[config.mk]
export PLATFORM = sky130hd
export DESIGN_NAME = proc_core_p
export DESIGN_NICKNAME = d
export VERILOG_FILES = /design/src/rtl/proc_core_p.sv
export SDC_FILE = /design/constraint.sdc
export NUM_CORES = 1
export LEC_CHECK = 0
export ABC_AREA = 0
export BUFFER_PORTS_ARGS = -buffer_cell sky130_fd_sc_hd__clkbuf_2
export CAP_MARGIN = 5
export CORE_ASPECT_RATIO = 0.9
export CORE_MARGIN = 5
export CORE_UTILIZATION = 60
export DETAILED_ROUTE_END_ITERATION = 12
export PLACE_DENSITY = 0.81
export SLEW_MARGIN = 25
export SYNTH_ARGS = -nofsm -noshare
export SYNTH_HDL_FRONTEND = slang
export SYNTH_SLANG_ARGS = --single-unit
[constraint.sdc]
create_clock -name clock -period 4.7 [get_ports clock]
set_input_delay 0.94 -clock clock [delete_from_list [all_inputs] [get_ports clock]]
set_output_delay 0.94 -clock clock [all_outputs]
set_load 0.02 [all_outputs]
[src/rtl/proc_core_p.sv]
// ---------------------------------------------------------------------------
// proc_core_p -- tiny accumulator processor.
//
// One instruction byte per fetch: opcode = IR[7:4], operand = IR[3:0].
// Single accumulator AC, address register AR, NREG general registers,
// zero and carry flags. Loads and stores go through a simple strobe/ready
// data port.
//
// Ports
//   clock       in   rising-edge clock for all state
//   reset_n     in   synchronous active-low reset
//   enable      in   run permission, looked at in IDLE and at the end of
//                    every instruction
//   iram_addr   out  instruction address (the PC)
//   iram_data   in   instruction byte
//   iram_valid  in   iram_data is valid this cycle
//   dram_addr   out  data address (AR)
//   dram_wdata  out  store data (AC)
//   dram_rd_en  out  read strobe, only in MEM
//   dram_wr_en  out  write strobe, only in MEM
//   dram_rdata  in   read data
//   dram_ready  in   access complete (ignored outside MEM)
//   finish      out  core has halted
//   zflag       out  zero flag
//   cflag       out  carry / borrow flag
//   dbg_state   out  current FSM state (0 IDLE, 1 FETCH, 2 EXEC, 3 MEM, 4 HALT)
//
// Data port handshake: in MEM the strobe is raised and AR/AC are held
// steady; the access completes on the first rising edge where dram_ready
// is 1, and the strobe is low from the following cycle on.
// ---------------------------------------------------------------------------
module proc_core_p #(
    parameter int DATA_W  = 16,
    parameter int DADDR_W = 16,
    parameter int IADDR_W = 8,
    parameter int NREG    = 4
) (
    input  logic               clock,
    input  logic               reset_n,
    input  logic               enable,
    output logic [IADDR_W-1:0] iram_addr,
    input  logic [7:0]         iram_data,
    input  logic               iram_valid,
    output logic [DADDR_W-1:0] dram_addr,
    output logic [DATA_W-1:0]  dram_wdata,
    output logic               dram_rd_en,
    output logic               dram_wr_en,
    input  logic [DATA_W-1:0]  dram_rdata,
    input  logic               dram_ready,
    output logic               finish,
    output logic               zflag,
    output logic               cflag,
    output logic [2:0]         dbg_state
);

    // Register index is IR[1:0] reduced mod NREG; NREG is 2 or 4, so the
    // reduction is just keeping the low index bits.
    localparam int RIDX_W = (NREG > 2) ? 2 : 1;

    localparam logic [3:0] OP_LDI   = 4'h1;
    localparam logic [3:0] OP_ST    = 4'h2;
    localparam logic [3:0] OP_LD    = 4'h3;
    localparam logic [3:0] OP_ADD   = 4'h4;
    localparam logic [3:0] OP_SUB   = 4'h5;
    localparam logic [3:0] OP_INC   = 4'h6;
    localparam logic [3:0] OP_SETA  = 4'h7;
    localparam logic [3:0] OP_LOAD  = 4'h8;
    localparam logic [3:0] OP_STORE = 4'h9;
    localparam logic [3:0] OP_JZ    = 4'hA;
    localparam logic [3:0] OP_JMP   = 4'hB;
    localparam logic [3:0] OP_HALT  = 4'hF;

    typedef enum logic [2:0] {
        S_IDLE  = 3'd0,
        S_FETCH = 3'd1,
        S_EXEC  = 3'd2,
        S_MEM   = 3'd3,
        S_HALT  = 3'd4
    } state_t;

    state_t              r_state;
    state_t              w_next;
    logic [IADDR_W-1:0]  r_pc;
    logic [7:0]          r_ir;
    logic [DATA_W-1:0]   r_ac;
    logic [DADDR_W-1:0]  r_ar;
    logic [DATA_W-1:0]   r_regs [NREG];
    logic                r_z;
    logic                r_c;

    logic [3:0]          w_op;
    logic [RIDX_W-1:0]   w_idx;
    logic [DATA_W-1:0]   w_rn;
    logic [DATA_W:0]     w_sum;
    logic [DATA_W:0]     w_diff;
    logic                w_rd;
    logic                w_wr;

    assign w_op  = r_ir[7:4];
    assign w_idx = r_ir[RIDX_W-1:0];
    assign w_rn  = r_regs[w_idx];

    // One extra bit on top: carry-out for ADD, borrow for SUB.
    assign w_sum  = {1'b0, r_ac} + {1'b0, w_rn};
    assign w_diff = {1'b0, r_ac} - {1'b0, w_rn};

    // -----------------------------------------------------------------
    // FSM next state and strobes
    // -----------------------------------------------------------------
    always_comb begin
        w_next = r_state;
        w_rd   = 1'b0;
        w_wr   = 1'b0;
        case (r_state)
            S_IDLE: begin
                if (enable) w_next = S_FETCH;
            end
            S_FETCH: begin
                if (iram_valid) w_next = S_EXEC;
            end
            S_EXEC: begin
                if (w_op == OP_LOAD || w_op == OP_STORE) begin
                    w_next = S_MEM;
                end else if (w_op == OP_HALT) begin
                    w_next = S_HALT;
                end else begin
                    w_next = enable ? S_FETCH : S_IDLE;
                end
            end
            S_MEM: begin
                // IR only holds LOAD or STORE here, so exactly one strobe.
                w_rd = (w_op == OP_LOAD);
                w_wr = (w_op == OP_STORE);
                if (dram_ready) w_next = enable ? S_FETCH : S_IDLE;
            end
            S_HALT: begin
                w_next = S_HALT;
            end
            default: begin
                w_next = S_IDLE;
            end
        endcase
    end

    always_ff @(posedge clock) begin
        if (!reset_n) r_state <= S_IDLE;
        else          r_state <= w_next;
    end

    // -----------------------------------------------------------------
    // Datapath
    // -----------------------------------------------------------------
    always_ff @(posedge clock) begin
        if (!reset_n) begin
            r_pc <= '0;
            r_ir <= '0;
            r_ac <= '0;
            r_ar <= '0;
            r_z  <= 1'b0;
            r_c  <= 1'b0;
            for (int i = 0; i < NREG; i++) r_regs[i] <= '0;
        end else begin
            case (r_state)
                S_FETCH: begin
                    if (iram_valid) begin
                        r_ir <= iram_data;
                        r_pc <= r_pc + IADDR_W'(1);
                    end
                end
                S_EXEC: begin
                    case (w_op)
                        OP_LDI: begin
                            r_ac <= DATA_W'(r_ir[3:0]);
                            r_z  <= (r_ir[3:0] == 4'd0);
                        end
                        OP_ST:   r_regs[w_idx] <= r_ac;
                        OP_LD: begin
                            r_ac <= w_rn;
                            r_z  <= (w_rn == '0);
                        end
                        OP_ADD: begin
                            r_ac <= w_sum[DATA_W-1:0];
                            r_c  <= w_sum[DATA_W];
                            r_z  <= (w_sum[DATA_W-1:0] == '0);
                        end
                        OP_SUB: begin
                            r_ac <= w_diff[DATA_W-1:0];
                            r_c  <= w_diff[DATA_W];
                            r_z  <= (w_diff[DATA_W-1:0] == '0);
                        end
                        OP_INC:  r_regs[w_idx] <= w_rn + DATA_W'(1);
                        OP_SETA: r_ar <= DADDR_W'(w_rn);
                        // JZ tests the flag as it stood before this
                        // instruction; the jump replaces the fetch increment.
                        OP_JZ:   if (r_z) r_pc <= IADDR_W'(w_rn);
                        OP_JMP:  r_pc <= IADDR_W'(w_rn);
                        default: ;
                    endcase
                end
                S_MEM: begin
                    if (dram_ready && w_op == OP_LOAD) begin
                        r_ac <= dram_rdata;
                        r_z  <= (dram_rdata == '0);
                    end
                end
                default: ;
            endcase
        end
    end

    assign iram_addr  = r_pc;
    assign dram_addr  = r_ar;
    assign dram_wdata = r_ac;
    assign dram_rd_en = w_rd;
    assign dram_wr_en = w_wr;
    assign finish     = (r_state == S_HALT);
    assign zflag      = r_z;
    assign cflag      = r_c;
    assign dbg_state  = r_state;

endmodule

==> results.cfg, run 1 <==
[outcome]
status = finished clean

[clock_network]
clockRootBuffer = clkbuf_16
cts-resized-gates = 0
postCtsSetupBuffers = 0
clock_sinks = 119
insertion_delay_ns = 0.43
cts_buffers = 17
htree_levels = 4
cts.path.max_buffers = 2
clk_pin_slew_worst_paths_ns = 0.06
cts_hold_repair.buffers = 0
cts_tree = built

[sta]
fmax_mhz = 242.8
slew_headroom = 0.3764
final_max_slew_viol_count = 0
rsz0062_at_grt = no
finalWorstSetupSlack_ns = 0.5820
timing.final.crit_share = 0.8762
clock_skew_ns = 0.009102
tns_ns = 0
worst_pin_slew_ns = 0.9284
min_period_ns = 4.118
hold_viol = 0
finalSetupViolCount = 0

[power_and_ir_drop]
power_switching_w = 0.0007595
ir_worst_vdd_mv = 0.2725
power.total_w = 0.002751
seq_power_share = 0.418
netSwitchingFraction = 0.2761
leakage_nw = 3.538
combPwrFrac = 0.136
clkPwrFrac = 0.447
p_int_w = 0.001991
p_per_area_mw_per_mm2 = 301.7

[logic_synthesis]
yosysWarnings = 0
synth_cells = 903
synth-compound-area-share = 0.1977
synth_area_per_cell_sq_um = 8.880
yosys.area_share.simple = 0.2159
synth_seq_area_share = 0.3770
synth_top_family_by_area = simple AND/OR/NAND/NOR gates
synth_edf_count = 64
synth_ff_type = edfxtp_1
synth_nets = 972
async_flop_share = 0
ys_ff_latch = 119
synth_cell_types = 72
netlist_area_sq_mm = 0.008019
synth_mux_area_frac = 0.05461
synthAdderAreaFrac = 0.06428
synth_xor_area_frac = 0.03386

[routing]
wl_met2_mm = 10.90
top_layer_used = met4
wl_met1_mm = 10.45
wl_per_cell_um = 22.00
route.detailed.drc = 0
dr_wl_met3_mm = 2.762
vias_per_cell = 6.535
dr_total_vias = 7470
drt_iter0_drc = 793
antenna_left = 0
wirelength_mm = 25.14
dr.pass1.iters = 5

[floorplan]
die_x_um = 131.9
die-area_sq_mm = 0.01578
die_y_um = 119.7
io_pins = 77
start_util = 0.6069
core_sq_mm = 0.01321
rows = 40

[critical_path]
cp_common_cell = a21oi_1
path_class = register to register
cp_slowest_stage_delay_ns = 0.79
cp-start-kind = register
critPathMaxFanout = 10
end_kind = register
crit_slowest_cell = mux4_1
crit_arrival_ns = 4.47
required_ns = 5.06
critical_path_buf_inv_count = 2
path_cells = buf_4 -> mux4_1 -> inv_2 -> ha_1 -> a21o_1 -> a21oi_1 -> a2bb2oi_1 -> a21oi_1 -> a211oi_1 -> a221oi_1 -> a311o_1 -> a21boi_1
cp_top_family = compound AO/OA/AOI/OAI gates

[cells_and_area]
finalNetCount = 1031
drive_gt1_frac = 0.1631
final_cells = 1143
n_antenna_cell = 0
synthToLayoutAreaGrowth_pct = 13.68

[global_routing]
grt_pass1_vias = 6938
grt_first_pass_wirelength_mm = 39.23
grt.total_usage = 0.3187
grt_max_degree = 60
grt.overflow.total = 0
grt_antenna_before_repair = 0

[placement]
io_buffers = 76
hpwl_mm = 18.06
gp_congestion = 1.004
pre_cts_ws_ns = 0.6798
placed_cells = 1111

[job]
maxCapViolations = 0

[worst_hold_path]
hold_path_class = register to register
## cells in the final DEF, fill, tap and decap left out, types with 14 or more instances in the layout
cell       count
a21boi_0      33
a21oi_1       32
buf_4         25
clkbuf_16     19
clkbuf_2      76
dfxtp_1       55
edfxtp_1      64
ha_1          38
inv_1         45
nand2_1      105
nand3_1       17
nor2_1       106
nor2b_1       14
nor3_1        22
nor4_1        17
o211ai_1      32
o21ai_0       35
or3_1         21
xnor2_1       19
## power groups by stage
| stage | clock network [W] | registers (W) | logic [W] |
|---|---|---|---|
| 5_1_grt | 0.00130 | 0.00115 | 0.000400 |
| 3_5_place_dp | 0 | 0.00117 | 0.000360 |
| 3_3_place_gp | 0 | 0.00117 | 0.000359 |
| 2_1_floorplan | 0 | 0.00116 | 0.000260 |
| 4_1_cts | 0.00124 | 0.00115 | 0.000363 |
| 6_report | 0.00123 | 0.00115 | 0.000373 |
## metal layers
layer / vias to the layer above / GRT usage
li1: 3427 / -
met1: 3493 / 0.4353
met2: 473 / 0.4691
met3: 77 / 0.09053
met4: 0 / 0.1478
met5: - / 0
## through the flow
step	hold slack, ns	cell area (sq um)	utilization
floorplan	0.4559	8019	-
global placement	0.4515	8549	0.6471
detailed placement	0.4575	8549	0.6471
CTS	0.4657	9116	0.6900
global route	0.4851	9116	0.6900
finish	0.4609	9116	0.6900
## cell usage after synthesis, drive strengths merged (23+ instances only)
master	count	area, sq um
ha	38	475.5
o211ai	32	240.2
nand2	106	400.4
nor2	106	397.9
a21oi	32	160.2
nor3	23	115.1
clkbuf	45	168.9
o21ai	36	183.9
dfxtp	55	1101
inv	48	180.2
a21boi	34	255.3
edfxtp	64	1922
## registers in the layout, summed over array words and instances (netlist names), named ones only
signal,flops
r_regs,64
dram_addr,16
dram_wdata,16
iram_addr,8
r_ir,8
dbg_state,3
cflag,1
zflag,1
## worst paths after layout
kind / from / end / slack, ns / cells after the start
setup reg to reg: register / dram_wdata[13] / 0.58 / 12
setup / recovery: register / dram_wdata[13] / 0.58 / 12
hold / removal: dram_addr[7] / dram_addr[7] / 0.46 / 2
hold reg to reg: dram_addr[7] / dram_addr[7] / 0.46 / 2
## worst min-delay path, stage by stage (launching register included)
cell and delay (ns):
dfxtp_1 0.31, nand2_1 0.04, a21boi_0 0.06
## cell type report
type                       instances  area [sq um]
multi-input combinational        675          4568
clock inverter                    12         87.58
fill                            1062          4096
clock buffer                      20         479.2
sequential                       119          3023
timing repair buffer             101         568.0
tap                              168         210.2
inverter                          48         180.2
## logic make-up (layout without fill, tap and decap cells)
group / Yosys count / count (layout)
DFF: 119 / 119
xor gates and xnor gates: 31 / 31
muxes: 21 / 21
and+or+nand+nor: 357 / 357
buffers and inverters: 109 / 181
adders and majority gates: 40 / 40
AOI/OAI and AO/OA: 226 / 226
Note: power is estimated with default switching activity, not from simulation.
==> inputs of run 2 (changes only) <==
ABC_AREA = 1   (was 0)
ABC_CLOCK_PERIOD_IN_PS = 4700   (was default)
CORE_UTILIZATION = 61   (was 60)
PLACE_DENSITY = 0.82   (was 0.81)
==> results.cfg, run 2 <==
[outcome]
status = finished clean

[critical_path]
required_ns = 4.75
cp-start-kind = input port
path_class = input port to register
path_cells = clkbuf_2 -> clkinv_1 -> nor4_4 -> inv_2 -> nor2_2 -> nand2_1 -> nand2_1
cp_slowest_stage_delay_ns = 0.78
cp_common_cell = nand2_1
critical_path_buf_inv_count = 3
end_kind = register
cp_top_family = simple AND/OR/NAND/NOR gates
crit_arrival_ns = 3.77
critPathMaxFanout = 16
crit_slowest_cell = nand2_1

[cells_and_area]
layout_commonest_cell = nand2_1
largest_register_ffs = 64
multi_input_area_sq_mm = 0.004409
seq_area_sq_mm = 0.003023
layout_common_cells = 313 x nand2_1, 127 x inv_1, 126 x nor2_1, 88 x a21oi_1, 85 x nand3_1
drive_gt1_frac = 0.1486
fin_util = 0.6984
n_antenna_cell = 0
final_cells = 1406
largest-register = r_regs
fillers = 1079
synthToLayoutAreaGrowth_pct = 12.71
finalNetCount = 1294

[logic_synthesis]
netlist_area_sq_mm = 0.008218
async_flop_share = 0
synth_top_area_share = 0.2339
synth_area_per_cell_sq_um = 7.048
synth_ff_type = edfxtp_1
yosysTopAreaCell = edfxtp_1
ys_ff_latch = 119
synth_cell_types = 50
ys_top_cells_by_count = 313 x nand2_1, 127 x inv_1, 126 x nor2_1
synth_cells = 1166
synth_seq_area_share = 0.3678
yosysWarnings = 0
synth_area_leaders = edfxtp_1 23%, nand2_1 14%, dfxtp_1 13%, inv_1 5.8%, ha_1 5.8%
synth.most_common_cell = nand2_1
synth_nets = 1235
synth_edf_count = 64

[global_routing]
grt_max_degree = 49
grt_first_pass_wirelength_mm = 40.07
grt.total_usage = 0.3160
grt.overflow.total = 0
grt_pass1_vias = 7636
grt_antenna_before_repair = 0

[clock_network]
cts_buffers = 17
cts-resized-gates = 0
insertion_delay_ns = 0.43
clock_sinks = 119
clockRootBuffer = clkbuf_16
cts_hold_repair.buffers = 0
cts.path.max_buffers = 2
postCtsSetupBuffers = 0
cts_tree = built
clk_pin_slew_worst_paths_ns = 0.06
htree_levels = 4

[routing]
wl_per_cell_um = 17.91
drt_iter0_drc = 1125
dr.pass1.iters = 6
antenna_left = 0
dr_total_vias = 8353
vias_per_cell = 5.941
route.detailed.drc = 0
wirelength_mm = 25.18

[placement]
placed_cells = 1374
io_buffers = 76
gp_congestion = 1.060
hpwl_mm = 18.30
pre_cts_ws_ns = 0.6395

[sta]
slew_headroom = 0.4845
rsz0062_at_grt = no
final_max_slew_viol_count = 0
timing.final.crit_share = 0.7926
fmax_mhz = 268.5
clock_skew_ns = 0.01137
finalSetupViolCount = 0
worst_pin_slew_ns = 0.7714
min_period_ns = 3.725
tns_ns = 0
finalWorstSetupSlack_ns = 0.9750
hold_viol = 0

[floorplan]
io_pins = 77
core_sq_mm = 0.01326
die_y_um = 120.1
die_x_um = 132.3
start_util = 0.6196
die-area_sq_mm = 0.01590
rows = 40

[power_and_ir_drop]
p_per_area_mw_per_mm2 = 376.9
ir_worst_vdd_mv = 0.3004
leakage_nw = 4.429

[job]
maxCapViolations = 0

[worst_hold_path]
hold_path_class = register to register
-- run 2: cell count changes in the layout (fill, tap and decap cells not counted), sizes merged, moves of 15 or more --
cell / before / now
a21boi: 34 / 0
a21oi: 32 / 88
buf: 25 / 7
inv: 52 / 154
mux4: 16 / 0
nand2: 106 / 328
nand3: 17 / 96
nor2: 106 / 142
nor4: 21 / 6
o211ai: 32 / 4
o21ai: 36 / 76
or3: 21 / 0
xnor2: 19 / 3
-- run 2: report_power, final --
part           total [W]  switching, W  internal (W)
registers        0.00119     0.0000462       0.00114
logic           0.000897      0.000650      0.000248
clock network    0.00141      0.000528      0.000879
-- run 2: tightest hold or removal path, cell delays in order (launching register included) --
cell and delay, ns:
dfxtp_1 0.33, nand2_1 0.07, a21oi_1 0.06
-- run 2: kinds of logic after synthesis --
logic type | Yosys count | synth area share
compound gates | 200 | 0.1326
xor+xnor | 14 | 0.01492
fa+ha+maj | 40 | 0.06273
buf+inv | 190 | 0.09683
flops | 119 | 0.3678
mux | 1 | 0.001218
simple gates | 602 | 0.3238
-- run 2: final timing paths --
| check | to | from | cells after the start | slack, ns |
|---|---|---|---|---|
| worst max register to register | r_regs[0][11] | dbg_state[1] | 11 | 1.05 |
| worst max-delay path | r_regs[0][11] | reset_n | 7 | 0.97 |
| worst min register to register | iram_addr[7] | iram_addr[7] | 2 | 0.51 |
| worst min-delay path | iram_addr[7] | iram_addr[7] | 2 | 0.51 |
-- run 2: metal layers --
layer / vias to the layer above / track usage / share of wire
met5: - / 0 / 0
met4: 0 / 0.1158 / 0.032
met3: 69 / 0.07963 / 0.12
met2: 536 / 0.4815 / 0.44
met1: 3792 / 0.4353 / 0.42
li1: 3956 / - / -
-- run 2: layout make-up --
type,count,area share
Clock buffer,18,0.04863
Sequential cell,119,0.3264
Timing Repair Buffer,83,0.04674
Clock inverter,14,0.01972
Inverter,147,0.05984
Multi-Input combinational cell,857,0.4760
Tap cell,168,0.02269
-- run 2: stage by stage --
stage / area [sq um] / hold WS (ns) / power (W)
finish: 9263 / 0.5130 / 0.003492
global route: 9263 / 0.5453 / 0.003633
CTS: 9263 / 0.5141 / 0.003465
detailed placement: 8630 / 0.5077 / 0.002074
global placement: 8630 / 0.4816 / 0.002063
floorplan: 8218 / 0.4951 / 0.001845
